<file path="src/rtl/seg7_scan_driver.sv">
// seg7_scan_driver: time-multiplexed DIGITS-wide 7-segment display driver.
// Ports:
//   clk, rst_n      - clock (rising edge) and synchronous active-low reset
//   en              - scan enable; low blanks the display and freezes the scan
//   load            - capture value_in/dp_in into the pending shadow register
//   value_in, dp_in - digit nibbles (digit 0 = bits [3:0]) and decimal points
//   hex_mode        - show codes 10..15 as A b C d E F instead of blanking them
//   lz_blank        - blank leading zero digits (digit 0 is always shown)
//   seg, dp, an     - registered display pins, polarity set by parameters
//   digit_idx       - index of the digit currently driven
//   frame_done      - one-cycle pulse when the scan wraps back to digit 0
module seg7_scan_driver #(
    parameter int DIGITS = 4,
    parameter int REFRESH_DIV = 1000,
    parameter bit SEG_ACTIVE_LOW = 1'b1,
    parameter bit AN_ACTIVE_LOW = 1'b1,
    localparam int IW = (DIGITS > 1) ? $clog2(DIGITS) : 1,
    localparam int PW = $clog2(REFRESH_DIV)
) (
    input  logic                  clk,
    input  logic                  rst_n,
    input  logic                  en,
    input  logic                  load,
    input  logic [4*DIGITS-1:0]   value_in,
    input  logic [DIGITS-1:0]     dp_in,
    input  logic                  hex_mode,
    input  logic                  lz_blank,
    output logic [6:0]            seg,
    output logic                  dp,
    output logic [DIGITS-1:0]     an,
    output logic [IW-1:0]         digit_idx,
    output logic                  frame_done
);
    localparam logic [6:0] SEG_LUT [16] = '{
        7'h3F, 7'h06, 7'h5B, 7'h4F, 7'h66, 7'h6D, 7'h7D, 7'h07,
        7'h7F, 7'h6F, 7'h77, 7'h7C, 7'h39, 7'h5E, 7'h79, 7'h71
    };
    logic [PW-1:0]         presc, nxt_presc;
    logic [IW-1:0]         nxt_idx;
    logic [4*DIGITS-1:0]   pend, disp, nxt_disp;
    logic [DIGITS-1:0]     pend_dp, disp_dp, nxt_dp, zero_above, sel;
    logic                  pend_valid, step, wrap, run, blank;
    logic [3:0]            nib;
    logic [6:0]            code;
    // Outputs are computed from the post-edge index and display contents so
    // that digit select and segment data always change on the same edge.
    always_comb begin
        zero_above = '0;
        run = 1'b1;
        step = en && presc == PW'(REFRESH_DIV - 1);
        wrap = step && digit_idx == IW'(DIGITS - 1);
        nxt_presc = !en ? presc : step ? '0 : presc + 1'b1;
        nxt_idx = !step ? digit_idx : wrap ? '0 : digit_idx + 1'b1;
        nxt_disp = (wrap && pend_valid) ? pend : disp;
        nxt_dp = (wrap && pend_valid) ? pend_dp : disp_dp;
        // zero_above[k]: nibble k and every higher nibble are zero
        for (int k = DIGITS - 1; k >= 0; k--) begin
            run = run && nxt_disp[4*k +: 4] == 4'd0;
            zero_above[k] = run;
        end
        nib = nxt_disp[4*nxt_idx +: 4];
        blank = lz_blank && nxt_idx != '0 && zero_above[nxt_idx];
        code = (blank || (!hex_mode && nib > 4'd9)) ? 7'h00 : SEG_LUT[nib];
        sel = DIGITS'(1) << nxt_idx;
    end
    always_ff @(posedge clk) begin
        if (!rst_n) begin
            presc      <= '0;
            digit_idx  <= '0;
            frame_done <= 1'b0;
            pend       <= '0;
            pend_dp    <= '0;
            pend_valid <= 1'b0;
            disp       <= '0;
            disp_dp    <= '0;
            an         <= {DIGITS{AN_ACTIVE_LOW}};
            seg        <= {7{SEG_ACTIVE_LOW}};
            dp         <= SEG_ACTIVE_LOW;
        end else begin
            presc      <= nxt_presc;
            digit_idx  <= nxt_idx;
            frame_done <= wrap;
            disp       <= nxt_disp;
            disp_dp    <= nxt_dp;
            if (load) begin
                pend    <= value_in;
                pend_dp <= dp_in;
            end
            // a load on the wrap edge re-arms pending after the old data moves
            pend_valid <= load || (pend_valid && !wrap);
            an         <= {DIGITS{AN_ACTIVE_LOW}} ^ (en ? sel : '0);
            seg        <= {7{SEG_ACTIVE_LOW}} ^ (en ? code : 7'h00);
            dp         <= SEG_ACTIVE_LOW ^ (en && nxt_dp[nxt_idx]);
        end
    end
endmodule
</file>
<file path="config.mk">
export PLATFORM = sky130hd
export DESIGN_NAME = seg7_scan_driver
export DESIGN_NICKNAME = d
export VERILOG_FILES = /design/src/rtl/seg7_scan_driver.sv
export SDC_FILE = /design/constraint.sdc
export NUM_CORES = 1
export LEC_CHECK = 0
export BUFFER_PORTS_ARGS = -buffer_cell sky130_fd_sc_hd__buf_2
export CAP_MARGIN = 20
export CORE_AREA = 2 2 77 79
export CTS_CLUSTER_DIAMETER = 100
export DETAILED_ROUTE_END_ITERATION = 8
export DIE_AREA = 0 0 79 81
export PLACE_DENSITY_LB_ADDON = 0.15
export SLEW_MARGIN = 0
export SYNTH_ARGS = -nofsm -noshare
export SYNTH_HDL_FRONTEND = slang
export SYNTH_SLANG_ARGS = --single-unit
</file>
<file path="constraint.sdc">
create_clock -name clk -period 5.9 [get_ports clk]
set_input_delay 0.59 -clock clk [delete_from_list [all_inputs] [get_ports clk]]
set_output_delay 0.59 -clock clk [all_outputs]
set_load 0.02 [all_outputs]
</file>
==> results.toml, run 1 <==
[worst_setup_path]
r2r-start = "presc[0]"
cp.arrival_ns = 3.73
worstPathRequired_ns = 6.16
critical_path_class = "reg2reg"
path_max_fanout = 8
crit_path_end_kind = "flip-flop"
rrSetupSlack_ns = 2.43
start_kind = "flip-flop"
crit_start = "presc[0]"

[cells_and_area]
area_delta_synth_final_pct = 11.6
mostFrequentLayoutCell = "dfxtp_1"
antenna_cells = 0
layout_common_cells = "dfxtp_1 (66), nand2_1 (54), buf_2 (40)"
fillCellCount = 504
drive_above_1_share = 0.191
nNetsFinal = 422

[detailed_routing]
antenna_left = 0
wl_per_cell_um = 14.4
wirelength_um = 6740
vias = 2624
drc_errors = 0
viasPerCell = 5.61
drtIter0Drc = 143
dr.pass1.iters = 4

[min_path]
hp-class = "reg2reg"
hp-start = "pend[7]"

[timing]
tightest_slew_ns = 0.746
skew_ns = 0.00684
max_freq_mhz = 288
rsz0062_at_grt = "no"
setup_viol = 0
period_needed_ns = 3.47
finalSetupTns_ns = 0
period_share = 0.589
relSlewSlack = 0.503
hold_violations = 0
maxSlewViolCount = 0

[floorplan]
design.die.area_um2 = 6400
die_w_um = 79
boundaryPins = 41
rows = 28
initial_core_util = 0.570
fp.coreArea_um2 = 5680
die_h_um = 81

[power_and_ir_drop]
p_sw_frac = 0.240
power_mw = 0.847
p_int_mw = 0.644
p_switching_mw = 0.203
pwr-share-comb = 0.057
pwr-share-seq = 0.551
cellLeakagePower_nw = 1.44
p_clk_frac = 0.392
ir_worst_vdd_mv = 0.170
power_density_nw_per_um2 = 235

[synthesis]
synthesis.instances = 354
synth_edf_count = 0
ys_ff_latch = 66
netlist-cell-type-count = 57
avgSynthCellArea_um2 = 9.13
yosysWarnings = 0
seq_area_frac_synth = 0.409
ys.flop_type = "dfxtp_1"
synth_nets = 388
syn_area_um2 = 3230
async_flop_share = 0

[status]
status = "completed"

[placement]
portBuffers = 40
place_congestion = 0.928
dp_hpwl_um = 4820

[clocking]
cts_buffers = 9
clk_pin_slew_worst_paths_ns = 0.07
clk_path_buf_depth = 2
cts_tree = "done"
insertion_delay_ns = 0.35
post_cts_buffers = 0
post_cts_resized = 0
root_buffer = "clkbuf_8"
numClockSinks = 66
hold_buffers = 0
h-tree-depth = 3

[grt]
grt_pass1_wl_um = 11100
antenna_found_initial = 0
grt_pass1_vias = 2313
grt_overflow = 0
grt_start_max_net_pins = 52
grtUsageTotal = 0.223

[job]
cap_violations = 0
[metrics by stage]
step	instance area (um^2)	std cells	util	setup WS (ns)	hold WS (ns)
5_1_grt	3610	468	0.636	2.13	0.504
4_1_cts	3610	468	0.636	2.43	0.474
3_3_place_gp	3440	452	0.606	2.34	0.454
6_report	3610	468	0.636	2.43	0.472
2_1_floorplan	3230	354	-	2.60	0.441
3_5_place_dp	3440	452	0.606	2.28	0.464
[worst paths after layout]
| kind | endpoint | cells past startpoint |
|---|---|---|
| max | seg[2] | 11 |
| min | disp[7] | 2 |
| max reg2reg | seg[2] | 11 |
| min reg2reg | disp[7] | 2 |
[layer usage]
layer  share of wire  global-route usage  vias to the layer above
met3           0.054              0.0678                       11
met1            0.48               0.292                     1216
met5               0                   0                        -
met4           0.016              0.0776                        0
li1                -                   -                     1315
met2            0.45               0.349                       82
[synthesized netlist by cell type, types with 3 or more instances]
library cell  number  area share
a21oi_1           11       0.017
dfxtp_1           66        0.41
buf_1              3      0.0035
nor4_1             5      0.0097
mux2i_1           27       0.084
mux2_2             3       0.010
o21ai_0            5      0.0077
inv_1              8      0.0093
nor2b_1           26       0.050
a31oi_1            5      0.0097
nand4_1            3      0.0058
nand2_1           54       0.063
and2_1             8       0.015
nor2_1            18       0.021
nand3_1           16       0.025
a21boi_0          18       0.042
clkbuf_1           8      0.0093
xor2_1             3      0.0081
ha_1               8       0.031
and3_1             3      0.0058
nor3_1             3      0.0046
xnor2_1            4       0.011
[final cells by class]
| type | instances | area, um^2 | share of cell area |
|---|---|---|---|
| sequential | 66 | 1320 | 0.366 |
| tap | 75 | 93.8 | 0.0260 |
| inverter | 8 | 30.0 | 0.00832 |
| clock buffer | 11 | 141 | 0.0392 |
| timing repair buffer | 40 | 200 | 0.0555 |
| multi-input combinational | 263 | 1790 | 0.497 |
| clock inverter | 5 | 30.0 | 0.00832 |
[logic make-up (layout without fill, tap and decap cells)]
kind of cell | after synthesis | count (layout) | share of synthesized area
AND/OR/NAND/NOR | 151 | 151 | 0.240
AO/OA/AOI/OAI | 66 | 66 | 0.166
flip-flops | 66 | 66 | 0.409
multiplexers | 31 | 31 | 0.0987
buffers and inverters | 25 | 64 | 0.0368
adder cells (fa/ha/maj) | 8 | 8 | 0.0310
XOR/XNOR | 7 | 7 | 0.0190
[flip-flops by register name, indices dropped and copies added, names as in the netlist]
signal	count
disp	16
presc	10
pend	16
disp_dp	4
pend_dp	4
dp	1
pend_valid	1
seg	7
digit_idx	2
an	4
frame_done	1
[worst max-delay path, cell delays in order (launching register included)]
cell and delay (ns):
dfxtp_1 0.38, ha_1 0.21, nand3_1 0.34, or4_4 0.70, nand2_2 0.18, mux2_2 0.36, o211ai_2 0.32, inv_1 0.14
ha_1 0.29, o21ai_1 0.24, a21boi_4 0.12, o311ai_1 0.10
[power by group through the flow]
stage | registers, mW | clock network (mW) | logic, mW
2_1_floorplan | 0.477 | 0 | 0.0311
3_3_place_gp | 0.477 | 0 | 0.0477
3_5_place_dp | 0.477 | 0 | 0.0487
4_1_cts | 0.467 | 0.339 | 0.0488
5_1_grt | 0.468 | 0.360 | 0.0537
6_report | 0.467 | 0.332 | 0.0484
(Power assumes the default switching activity.)
==> run 2, diff against run 1 <==
Settings changed: CORE_AREA 2 2 77 79 to 2 2 82 84, DIE_AREA 0 0 79 81 to 0 0 84 86.
Clock period 5.9 ns to 2.9 ns, I/O delays scaled along.
==> run 2 against run 1 <==
  * Via count is 4.3% higher
  * Non-clock buffer count is 31 higher
  * Global-route usage is 0.95 points lower
  * Largest power group unchanged
  * Highest routed layer unchanged
==> results.toml, run 2 (synthesis results as in run 1) <==
[status]
status = "completed"

[worst_setup_path]
worstPathRequired_ns = 3.12
crit_path_end_kind = "flip-flop"
start_kind = "flip-flop"
critical_path_class = "reg2reg"
cp.arrival_ns = 3.07
path_max_fanout = 6
reg2reg_depth = 9

[cells_and_area]
final_cell_count_no_fill = 501
antenna_cells = 0
fin_util = 0.644
fillCellCount = 530
area_delta_synth_final_pct = 25.0
nNetsFinal = 453
drive_above_1_share = 0.292
layout_common_cells = "dfxtp_1 (61), nand2_1 (54), buf_2 (40)"
mostFrequentLayoutCell = "dfxtp_1"
largest_registers = "disp x16, pend x16, presc x10"

[grt]
grt_start_max_net_pins = 51
antenna_found_initial = 0
grt_overflow = 0
grt_pass1_vias = 2597
grtUsageTotal = 0.213
grt_pass1_wl_um = 12300

[timing]
hold_violations = 0
period_share = 0.983
max_freq_mhz = 351
skew_ns = 0.00839
period_needed_ns = 2.85
setup_viol = 0
setup_slack_ns = 0.0495
tightest_slew_ns = 0.613
relSlewSlack = 0.591
maxSlewViolCount = 0

[clocking]
cts_buffers = 9
numClockSinks = 66
root_buffer = "clkbuf_8"
clk_path_buf_depth = 2
h-tree-depth = 3
hold_buffers = 0
clk_pin_slew_worst_paths_ns = 0.08
cts_tree = "done"
insertion_delay_ns = 0.35

[placement]
place_congestion = 0.934
placed_cells = 481
dp_hpwl_um = 5360
dpl_worst_slack_ns = -0.00951
portBuffers = 40

[min_path]
worstHoldPathCells = 3
hp-class = "in2reg"

[floorplan]
fp.coreArea_um2 = 6280
initial_core_util = 0.515
rows = 29
design.die.area_um2 = 7220
boundaryPins = 41
die_w_um = 84
die_h_um = 86

[detailed_routing]
antenna_left = 0
wirelength_um = 7370
dr.pass1.iters = 4
drc_errors = 0
vias = 2737
viasPerCell = 5.46
wl_per_cell_um = 14.7
drtIter0Drc = 106

[power_and_ir_drop]
power_density_nw_per_um2 = 493
ir_worst_vdd_mv = 0.328
cellLeakagePower_nw = 1.64

[job]
cap_violations = 0
run 2: timing repair:
action / in CTS / in global routing
pin swaps: 1 / 11
setup endpoints to repair: 4 / 7
resized for setup: 3 / 16
hold endpoints to repair: 0 / 0
buffers inserted: 0 / 4
run 2: final cells by class:
type / count / area [um^2] / area share
well taps: 77 / 96.3 / 0.0238
inverters: 8 / 30.0 / 0.00743
repair buffers: 71 / 437 / 0.108
multi-input cells: 263 / 1910 / 0.472
flip-flops and latches: 66 / 1330 / 0.329
clock buffers: 10 / 128 / 0.0316
clock inverters: 6 / 115 / 0.0285
run 2: per-stage QoR:
| step | total power [mW] | hold WS, ns | area, um^2 | TNS (ns) |
|---|---|---|---|---|
| after detailed placement | 1.07 | 0.462 | 3680 | -0.00951 |
| after floorplan | 1.03 | 0.441 | 3270 | 0 |
| final | 1.99 | 0.198 | 4040 | 0 |
| after global routing | 2.06 | 0.209 | 4040 | -0.0119 |
| after CTS | 2.00 | 0.192 | 3940 | 0 |
| after global placement | 1.07 | 0.451 | 3680 | 0 |
run 2: final timing paths:
check	start	to	slack (ns)
setup / recovery	presc[9]	seg[0]	0.05
hold / removal	value_in[6]	pend[6]	0.20
setup reg to reg	presc[9]	seg[0]	0.05
hold reg to reg	pend[5]	disp[5]	0.47
run 2: worst max-delay path, cell delays in order (launching register included):
cell and delay, ns:
dfxtp_2 0.34, or3b_4 0.44, buf_4 0.16, nor4_4 0.33, mux2_2 0.41, o21a_1 0.12
a211o_1 0.33, a21oi_1 0.33, a22o_1 0.20, o21ai_1 0.07
run 2: where the power goes:
part | internal, mW | leakage, nW | switching, mW
clock network | 0.574 | 0.117 | 0.359
logic | 0.0558 | 0.983 | 0.0508
registers | 0.932 | 0.541 | 0.0191
total | 1.56 | 1.64 | 0.429
run 2: layer usage:
| layer | wire length [um] | global-route usage |
|---|---|---|
| met1 | 3490 | 0.282 |
| met3 | 404 | 0.0472 |
| met5 | 0 | 0 |
| met2 | 3260 | 0.327 |
| met4 | 207 | 0.111 |
